### src/rtl/crc_calc_if.sv
// CRC engine handshake and data bus between the sequencing FSM (master) and crc_calc (slave).
interface crc_calc_if #(
  parameter int unsigned DATA_W = 8,
  parameter int unsigned CRC_W  = 16
);
  logic              crc_start;
  logic              crc_en;
  logic              crc_rdy;
  logic [DATA_W-1:0] mem_data;
  logic [CRC_W-1:0]  crc_ref;
  logic [CRC_W-1:0]  crc_value;
  logic [10:0]       word_cnt;
  logic              crc_done;
  logic              crc_ok;
  logic              crc_fail;

  modport master (
    output crc_start, crc_en, crc_rdy, mem_data, crc_ref,
    input  crc_value, word_cnt, crc_done, crc_ok, crc_fail
  );

  modport slave (
    input  crc_start, crc_en, crc_rdy, mem_data, crc_ref,
    output crc_value, word_cnt, crc_done, crc_ok, crc_fail
  );
endinterface

### src/rtl/crc_calc.sv
// Byte-wise non-reflected CRC engine: absorbs one word per crc_en, counts words,
// and latches a done/ok/fail verdict after the sweep until the next crc_start.
module crc_calc #(
  parameter int unsigned          DATA_W  = 8,
  parameter int unsigned          CRC_W   = 16,
  parameter logic [CRC_W-1:0]     POLY    = CRC_W'(16'h1021),
  parameter logic [CRC_W-1:0]     INIT    = CRC_W'(16'hFFFF),
  parameter int unsigned          N_WORDS = 1024
) (
  input  logic       clk50m,
  input  logic       rst_n,
  crc_calc_if.slave  bus
);

  localparam int unsigned       CNT_W = 11;
  localparam logic [CNT_W-1:0]  N_CNT = CNT_W'(N_WORDS);

  localparam logic [2:0] S_IDLE   = 3'b000;
  localparam logic [2:0] S_ACCUM  = 3'b001;
  localparam logic [2:0] S_CHECK  = 3'b010;
  localparam logic [2:0] S_RESULT = 3'b100;

  logic [2:0]       state_q, state_d;
  logic [CRC_W-1:0] crc_value_q, crc_value_d;
  logic [CNT_W-1:0] word_cnt_q, word_cnt_d;
  logic             crc_done_q, crc_done_d;
  logic             crc_ok_q, crc_ok_d;
  logic             crc_fail_q, crc_fail_d;
  logic             overrun_q, overrun_d;
  logic             start_run;
  logic             match;

  // Serial MSB-first shift register, unrolled over one data word.
  function automatic logic [CRC_W-1:0] crc_update(input logic [CRC_W-1:0] crc_in,
                                                  input logic [DATA_W-1:0] data);
    logic [CRC_W-1:0] c;
    logic             fb;
    c = crc_in;
    for (int i = int'(DATA_W) - 1; i >= 0; i--) begin
      fb = c[CRC_W-1] ^ data[i];
      c  = {c[CRC_W-2:0], 1'b0} ^ (fb ? POLY : '0);
    end
    return c;
  endfunction

  always_comb begin
    state_d     = state_q;
    crc_value_d = crc_value_q;
    word_cnt_d  = word_cnt_q;
    crc_done_d  = crc_done_q;
    crc_ok_d    = crc_ok_q;
    crc_fail_d  = crc_fail_q;
    overrun_d   = overrun_q;
    start_run   = 1'b0;
    match       = (crc_value_q == bus.crc_ref) && (word_cnt_q == N_CNT) && !overrun_q;

    case (state_q)
      S_IDLE: begin
        if (bus.crc_start) start_run = 1'b1;
      end
      S_ACCUM: begin
        if (bus.crc_start) begin
          start_run = 1'b1;
        end else begin
          // Words beyond the expected length are dropped and flag an overrun.
          if (bus.crc_en) begin
            if (word_cnt_q < N_CNT) begin
              crc_value_d = crc_update(crc_value_q, bus.mem_data);
              word_cnt_d  = CNT_W'(word_cnt_q + CNT_W'(1));
            end else begin
              overrun_d = 1'b1;
            end
          end
          if (bus.crc_rdy) state_d = S_CHECK;
        end
      end
      S_CHECK: begin
        if (bus.crc_start) begin
          start_run = 1'b1;
        end else begin
          crc_done_d = 1'b1;
          crc_ok_d   = match;
          crc_fail_d = !match;
          state_d    = S_RESULT;
        end
      end
      S_RESULT: begin
        if (bus.crc_start) start_run = 1'b1;
      end
      default: begin
        state_d     = S_IDLE;
        crc_value_d = INIT;
        word_cnt_d  = '0;
        crc_done_d  = 1'b0;
        crc_ok_d    = 1'b0;
        crc_fail_d  = 1'b0;
        overrun_d   = 1'b0;
      end
    endcase

    // A new run wipes everything, including any coincident crc_en word.
    if (start_run) begin
      state_d     = S_ACCUM;
      crc_value_d = INIT;
      word_cnt_d  = '0;
      crc_done_d  = 1'b0;
      crc_ok_d    = 1'b0;
      crc_fail_d  = 1'b0;
      overrun_d   = 1'b0;
    end
  end

  always_ff @(posedge clk50m or negedge rst_n) begin
    if (!rst_n) begin
      state_q     <= S_IDLE;
      crc_value_q <= INIT;
      word_cnt_q  <= '0;
      crc_done_q  <= 1'b0;
      crc_ok_q    <= 1'b0;
      crc_fail_q  <= 1'b0;
      overrun_q   <= 1'b0;
    end else begin
      state_q     <= state_d;
      crc_value_q <= crc_value_d;
      word_cnt_q  <= word_cnt_d;
      crc_done_q  <= crc_done_d;
      crc_ok_q    <= crc_ok_d;
      crc_fail_q  <= crc_fail_d;
      overrun_q   <= overrun_d;
    end
  end

  assign bus.crc_value = crc_value_q;
  assign bus.word_cnt  = word_cnt_q;
  assign bus.crc_done  = crc_done_q;
  assign bus.crc_ok    = crc_ok_q;
  assign bus.crc_fail  = crc_fail_q;

endmodule

### src/flat_wrapper.sv
// flat-port wrapper written by rule: the top's interface ports become plain ports
module crc_calc_flat 
#(
  parameter int unsigned          DATA_W  = 8,
  parameter int unsigned          CRC_W   = 16,
  parameter logic [CRC_W-1:0]     POLY    = CRC_W'(16'h1021),
  parameter logic [CRC_W-1:0]     INIT    = CRC_W'(16'hFFFF),
  parameter int unsigned          N_WORDS = 1024
)
  (clk50m, rst_n, bus_crc_start, bus_crc_en, bus_crc_rdy, bus_mem_data, bus_crc_ref, bus_crc_value, bus_word_cnt, bus_crc_done, bus_crc_ok, bus_crc_fail);
  crc_calc_if #(.DATA_W(DATA_W), .CRC_W(CRC_W)) bus_i ();
  input  logic clk50m;
  input  logic rst_n;
  input wire logic [$bits(bus_i.crc_start)-1:0] bus_crc_start;
  input wire logic [$bits(bus_i.crc_en)-1:0] bus_crc_en;
  input wire logic [$bits(bus_i.crc_rdy)-1:0] bus_crc_rdy;
  input wire logic [$bits(bus_i.mem_data)-1:0] bus_mem_data;
  input wire logic [$bits(bus_i.crc_ref)-1:0] bus_crc_ref;
  output wire logic [$bits(bus_i.crc_value)-1:0] bus_crc_value;
  output wire logic [$bits(bus_i.word_cnt)-1:0] bus_word_cnt;
  output wire logic [$bits(bus_i.crc_done)-1:0] bus_crc_done;
  output wire logic [$bits(bus_i.crc_ok)-1:0] bus_crc_ok;
  output wire logic [$bits(bus_i.crc_fail)-1:0] bus_crc_fail;
  assign bus_i.crc_start = bus_crc_start;
  assign bus_i.crc_en = bus_crc_en;
  assign bus_i.crc_rdy = bus_crc_rdy;
  assign bus_i.mem_data = bus_mem_data;
  assign bus_i.crc_ref = bus_crc_ref;
  assign bus_crc_value = bus_i.crc_value;
  assign bus_word_cnt = bus_i.word_cnt;
  assign bus_crc_done = bus_i.crc_done;
  assign bus_crc_ok = bus_i.crc_ok;
  assign bus_crc_fail = bus_i.crc_fail;
  crc_calc #(.DATA_W(DATA_W), .CRC_W(CRC_W), .POLY(POLY), .INIT(INIT), .N_WORDS(N_WORDS)) u_core (.clk50m(clk50m), .rst_n(rst_n), .bus(bus_i));
endmodule
### config.mk
export PLATFORM = sky130hd
export DESIGN_NAME = crc_calc_flat
export DESIGN_NICKNAME = d
export VERILOG_FILES = /design/src/rtl/crc_calc_if.sv /design/src/rtl/crc_calc.sv /design/src/flat_wrapper.sv
export SDC_FILE = /design/constraint.sdc
export NUM_CORES = 1
export LEC_CHECK = 0
export ABC_AREA = 1
export CAP_MARGIN = 20
export CORE_AREA = 2 2 70 72
export DETAILED_ROUTE_END_ITERATION = 7
export DIE_AREA = 0 0 72 74
export DONT_BUFFER_PORTS = 1
export GPL_ROUTABILITY_DRIVEN = 0
export PLACE_DENSITY = 0.7
export SETUP_SLACK_MARGIN = 0.5
export SYNTH_ARGS = -nofsm -noshare
export SYNTH_HDL_FRONTEND = slang
export SYNTH_SLANG_ARGS = --single-unit
### constraint.sdc
create_clock -name clk50m -period 1.9 [get_ports clk50m]
set_input_delay 0.57 -clock clk50m [delete_from_list [all_inputs] [get_ports clk50m]]
set_output_delay 0.57 -clock clk50m [all_outputs]
set_load 0.1 [all_outputs]
-- After elaboration in Yosys (flattened, before gate mapping)
Cells that the tools add are included.
- bits in registers: 34
- bits in latches: 0
- memory bits (writable): 0
- memory bits (read-only): 0
- input port bits: 29
- memories kept: 0
- add/sub/neg operators: 1
- multiply operators: 0
- div/mod/pow operators: 0
- $lt $le $gt $ge: 1
- equality and inequality tests: 14
- shifts and indexed selects: 0
- mux-type cells: 39
- bitwise gates (word level): 16
- reductions and logical operators: 13
- operators by type and width (kind ; number):
    $xor 16x16->16 ; 8
    $mux 13 ; 8
    $mux 16 ; 4
    $mux 11 ; 4
    $pmux 16 s2 ; 1
    $pmux 11 s2 ; 1
    $eq 16x16->1 ; 1
    $ne 3x2->1 const B ; 5
    $mux 1 ; 12
    $mux 3 ; 4
    $reduce_and 4->1 ; 3
    $add 11x1->11 const B ; 1
    $eq 11x11->1 const B ; 1
    $lt 11x11->1 const B ; 1
    $pmux 3 s3 ; 1
    $pmux 1 s2 ; 4
    $xor 1x1->1 ; 8
    $ne 2x1->1 const B ; 3
    $reduce_or 3->1 ; 2
    $reduce_or 4->1 ; 1
    $eq 3x1->1 const B ; 1
    $eq 3x2->1 const B ; 1
    $eq 3x3->1 const B ; 1
    $logic_not 3->1 ; 1
    other kinds (5) ; 7

-- Logic depth before layout (Yosys ltp)
Gate-level depths: netlist of the first run.
- depth in word-level cells: 29
- depth in mapped cells: 10

-- Worst setup path after synthesis of the first run
No wires, ideal clock.
- path kind: reg2reg
- from: register u_core.word_cnt_q[0], in the netlist u_core.bus.word_cnt[0]
- to: register u_core.word_cnt_q[10], in the netlist u_core.bus.word_cnt[10]
- setup time: 0.079 ns
- data arrival time: 1.908 ns
- data required time: 1.821 ns
- path slack: -0.087 ns
- stages on the path, launching flop included: 8
- clock period less this slack: 1.987 ns
- cell sequence: dfrtp_1 ha_1 inv_1 nor2_1 nand3_1 nor2_1 nand2_1 a21oi_1
- longest elaborated chain between the ends: 6
- elaborated cells between the ends (all ways): 9
- classes of those cells: add/sub (1); order compare (1); eq/ne (1); mux (5); reduce/logical (1)
- ends and longest elaborated chain (item ; RTL line ; text):
    start, declared ; crc_calc.sv:25 ; logic [CNT_W-1:0] word_cnt_q, word_cnt_d;
    start signal, assigned ; crc_calc.sv:125 ; word_cnt_q <= word_cnt_d;
    $add 11x1->11 ; crc_calc.sv:69 ; word_cnt_d = CNT_W'(word_cnt_q + CNT_W'(1));
    $mux 11 ; crc_calc.sv:67 ; if (word_cnt_q < N_CNT) begin
    $mux 11 ; crc_calc.sv:66 ; if (bus.crc_en) begin
    $mux 11 ; crc_calc.sv:62 ; if (bus.crc_start) begin
    $pmux 11 s2 ; crc_calc.sv:57 ; case (state_q)
    $mux 11 ; crc_calc.sv:102 ; if (start_run) begin
Parallel ways exist; a longest one is shown, timed or not. The select of a mux whose other input is x is not followed.
A chain may end at the register's enable or synchronous reset.

-- Worst setup path in the final report of the first run
- from: register u_core.crc_value_q[14], in the netlist u_core.bus.crc_value[14]
- to: output bus_crc_value[14]
- RTL lines (item ; RTL line ; text):
    start, declared ; crc_calc.sv:24 ; logic [CRC_W-1:0] crc_value_q, crc_value_d;
    start signal, assigned ; crc_calc.sv:124 ; crc_value_q <= crc_value_d;
    end, declared ; flat_wrapper.sv:19 ; output wire logic [$bits(bus_i.crc_value)-1:0] bus_crc_value;
No word-level cell between the ends.

==> flow_metrics.env, run 1 <==
export IMPL_layout_drive_gt1_share=0.548
export IMPL_synthAdderAreaFrac=0.0104
export IMPL_p_leak_nw=2.08
export IMPL_worstPathRequired_ns=1.33
export IMPL_clkTransAtPathRegs_ns=0.07
export IMPL_crit_path_cell_trace="buf_12"
export IMPL_synthTopCellsByArea="nand2_1, dfrtp_1, dfstp_2"
export IMPL_startpoint_type="register"
export IMPL_grt_setup_unrepaired="true"
export IMPL_outcome="finished, final reports clean"
export IMPL_grt_pass1_vias=2779
export IMPL_clock_sinks=34
export IMPL_critical_path_top_delay_family="flip-flops"
export IMPL_grt_antenna_before_repair=0
export IMPL_diodes=0
export IMPL_slew_headroom=0.385
export IMPL_postRouteAntennaNets=0
export IMPL_ir_drop_v=0.00112
export IMPL_synthArstFlopShare=1.00
export IMPL_synth_main_ff_cell="dfrtp_1"
export IMPL_place_inst=434
export IMPL_worst_slew_pin_slew_ns=0.923
export IMPL_post_synth_cell_area_avg_um2=6.70
export IMPL_cts_buffers_inserted=5
export IMPL_grt_max_degree=19
export IMPL_place_hpwl_mm=4.19
export IMPL_wl_mm=9.95
export IMPL_final_hold_viol_count=0
export IMPL_hp_class="in2async"
export IMPL_crit_type="reg2out"
export IMPL_synth_top_family_by_area="simple AND/OR/NAND/NOR gates"
export IMPL_register_area_um2=977
export IMPL_cp_max_fo=2
export IMPL_yosysWarnings=0
export IMPL_start_util=0.522
export IMPL_r2r_end="u_core.bus.crc_fail$_DFFE_PN0P_"
export IMPL_cts_htree_levels=2
export IMPL_setup_viol=0
export IMPL_fill_cells=186
export IMPL_ys_top_cells_by_count="nand2_1, inv_1, nor2_1"
export IMPL_yosys_area_share_simple=0.376
export IMPL_ios=59
export IMPL_final_setup_skew_ns=0.0121
export IMPL_synth_cells=358
export IMPL_cts_root_buffer_cell="clkbuf_8"
export IMPL_core_um2=4600
export IMPL_die_y_um=74
export IMPL_synth_mux_area_frac=0
export IMPL_worstSkewPairLatency_ns=0.29
export IMPL_grt_pass1_wl_mm=12.9
export IMPL_synth_edf_count=0
export IMPL_tns_ns=0
export IMPL_netlist_area_leader_share=0.222
export IMPL_clockBufferDepth=2
export IMPL_drcViolationCount=0
export IMPL_synth_most_common_cell="nand2_1"
export IMPL_viasPerCell=5.78
export IMPL_multiInputGateArea_um2=1720
export IMPL_layout_min_cycle_time_ns=1.69
export IMPL_die_area_um2=5330
export IMPL_track_usage=0.320
export IMPL_yosysUniqueCellTypes=32
export IMPL_period_share=0.888
export IMPL_arrival_ns=1.12
export IMPL_stdcell_count=499
export IMPL_cp_buffers_inverters=1
export IMPL_die_x_um=72
export IMPL_dr_pass1_iters=6
export IMPL_grt_ovfl_total=0
export IMPL_wl_per_cell_um=19.9
export IMPL_cp_end_kind="output pin"
export IMPL_clock_fmax_mhz=592
export IMPL_port_buffers=0
export IMPL_slew_violations=0
export IMPL_yosysTopAreaCell="nand2_1"
export IMPL_synthXorXnorAreaFrac=0.0548
export IMPL_synth_area_um2=2400
export IMPL_critPathSlowestCell="dfstp_4"
export IMPL_synth_yosys_seq_area_share=0.363
export IMPL_ys_ff_latch=34
export IMPL_syn_nets=389
export IMPL_cts_tree="yes"
export IMPL_powerDensity_nw_per_um2=1330
export IMPL_r2r_start="u_core.bus.word_cnt[0]$_DFFE_PN0P_"
export IMPL_vias=2885
export IMPL_area_delta_synth_final_pct=74.8
export IMPL_synth_compound_area_frac=0.0835
export IMPL_reg2regPathDepth=9
export IMPL_cpPeakStageDelay_ns=0.65
export IMPL_detail_route_iter0_violations=267
export IMPL_r2r_setup_slack_ns=0.23
export IMPL_std_cell_rows=25
export IMPL_num_nets_final=475
export IMPL_cap_violations=0
## worst max path at each step
stage,from,endpoint,depth (start not counted)
finish,u_core.bus.crc_value[14]$_DFFE_PN1P_,bus_crc_value[14],1
global route,u_core.bus.crc_value[14]$_DFFE_PN1P_,bus_crc_value[14],1
CTS,u_core.bus.crc_value[0]$_DFFE_PN1P_,bus_crc_value[0],1
detailed placement,u_core.state_q[1]$_DFFE_PN0P_,u_core.bus.crc_value[7]$_DFFE_PN1P_,9
global placement,bus_crc_start,u_core.bus.crc_value[15]$_DFFE_PN1P_,7
floorplan,u_core.bus.crc_value[2]$_DFFE_PN1P_,u_core.bus.crc_fail$_DFFE_PN0P_,9
## cells by family (layout without fill, tap and decap cells)
kind of cell    Yosys count  count (layout)
compound gates           31              31
buf+inv                  62             148
flops                    34              34
simple gates            214             215
xor+xnor                 15              15
fa+ha+maj                 2               2
## flip-flops by register name, indices dropped and copies added (netlist names)
signal	flops
u_core.bus.crc_fail	1
u_core.overrun_q	1
u_core.bus.word_cnt	11
u_core.bus.crc_done	1
u_core.bus.crc_value	16
u_core.bus.crc_ok	1
u_core.state_q	3
## metrics by stage
stage	hold slack [ns]	worst slack [ns]	area, µm²	total power, mW	util
CTS	0.118	0.218	3780	4.87	0.822
detailed placement	0.275	0.304	2850	3.32	0.619
finish	0.119	0.212	4190	5.57	0.912
floorplan	0.274	0.410	2560	2.91	-
global route	0.109	0.190	4190	5.74	0.912
global placement	0.275	0.379	2850	3.29	0.619
## metal layers
layer / part of all wire / up-vias / GRT usage
met5: 0 / - / 0
met4: 0.039 / 0 / 0.128
met3: 0.082 / 48 / 0.0610
met2: 0.52 / 211 / 0.590
met1: 0.36 / 1357 / 0.367
li1: - / 1269 / -
## power breakdown
group | internal [mW] | switching (mW)
sequential | 0.986 | 0.259
combinational | 1.57 | 2.18
clock | 0.293 | 0.295
## cell usage in the layout, fill, tap and decap left out, types with 10 or more instances in the layout
cell type,instances
nand2_1,99
inv_1,34
buf_4,33
nand2_2,32
buf_12,29
nor2_1,20
inv_2,17
buf_6,17
dfstp_4,16
nand2_4,15
nand3_1,14
dfrtp_4,11
nor2_2,10
## final cells by class
type,count,share of cell area
Multi-Input combinational cell,263,0.410
Sequential cell,34,0.233
Timing Repair Buffer,83,0.263
Inverter,57,0.0555
Clock buffer,7,0.0206
Tap cell,54,0.0161
Clock inverter,1,0.00119
## what timing repair did
item / 4_1_cts / 5_1_grt
pin swaps: 13 / 44
resized for setup: 114 / 86
gates cloned: 3 / 0
endpoints found under the setup margin: 59 / 80
setup buffers: 41 / 12
endpoints found under the hold margin: 18 / 0
hold buffers: 1 / 0
Note: power is estimated with default switching activity, not from simulation.
==> run 2: changes to the inputs <==
--- a/config.mk
+++ b/config.mk
@@ -8,6 +8,7 @@
 export ABC_AREA = 1
 export CAP_MARGIN = 20
 export CORE_AREA = 2 2 70 72
+export CTS_CLUSTER_SIZE = 14
 export DETAILED_ROUTE_END_ITERATION = 7
 export DIE_AREA = 0 0 72 74
 export DONT_BUFFER_PORTS = 1
==> results of run 2 <==
Same layout as run 1: the final DEF is identical, and so are final timing and power.
==> run 3: changes to the inputs <==
--- a/config.mk
+++ b/config.mk
@@ -6,7 +6,6 @@
 export NUM_CORES = 1
 export LEC_CHECK = 0
 export ABC_AREA = 1
-export CAP_MARGIN = 20
 export CORE_AREA = 2 2 70 72
 export CTS_CLUSTER_SIZE = 14
 export DETAILED_ROUTE_END_ITERATION = 7
==> results of run 3 <==
Same layout as run 1: the final DEF is identical, and so are final timing and power.
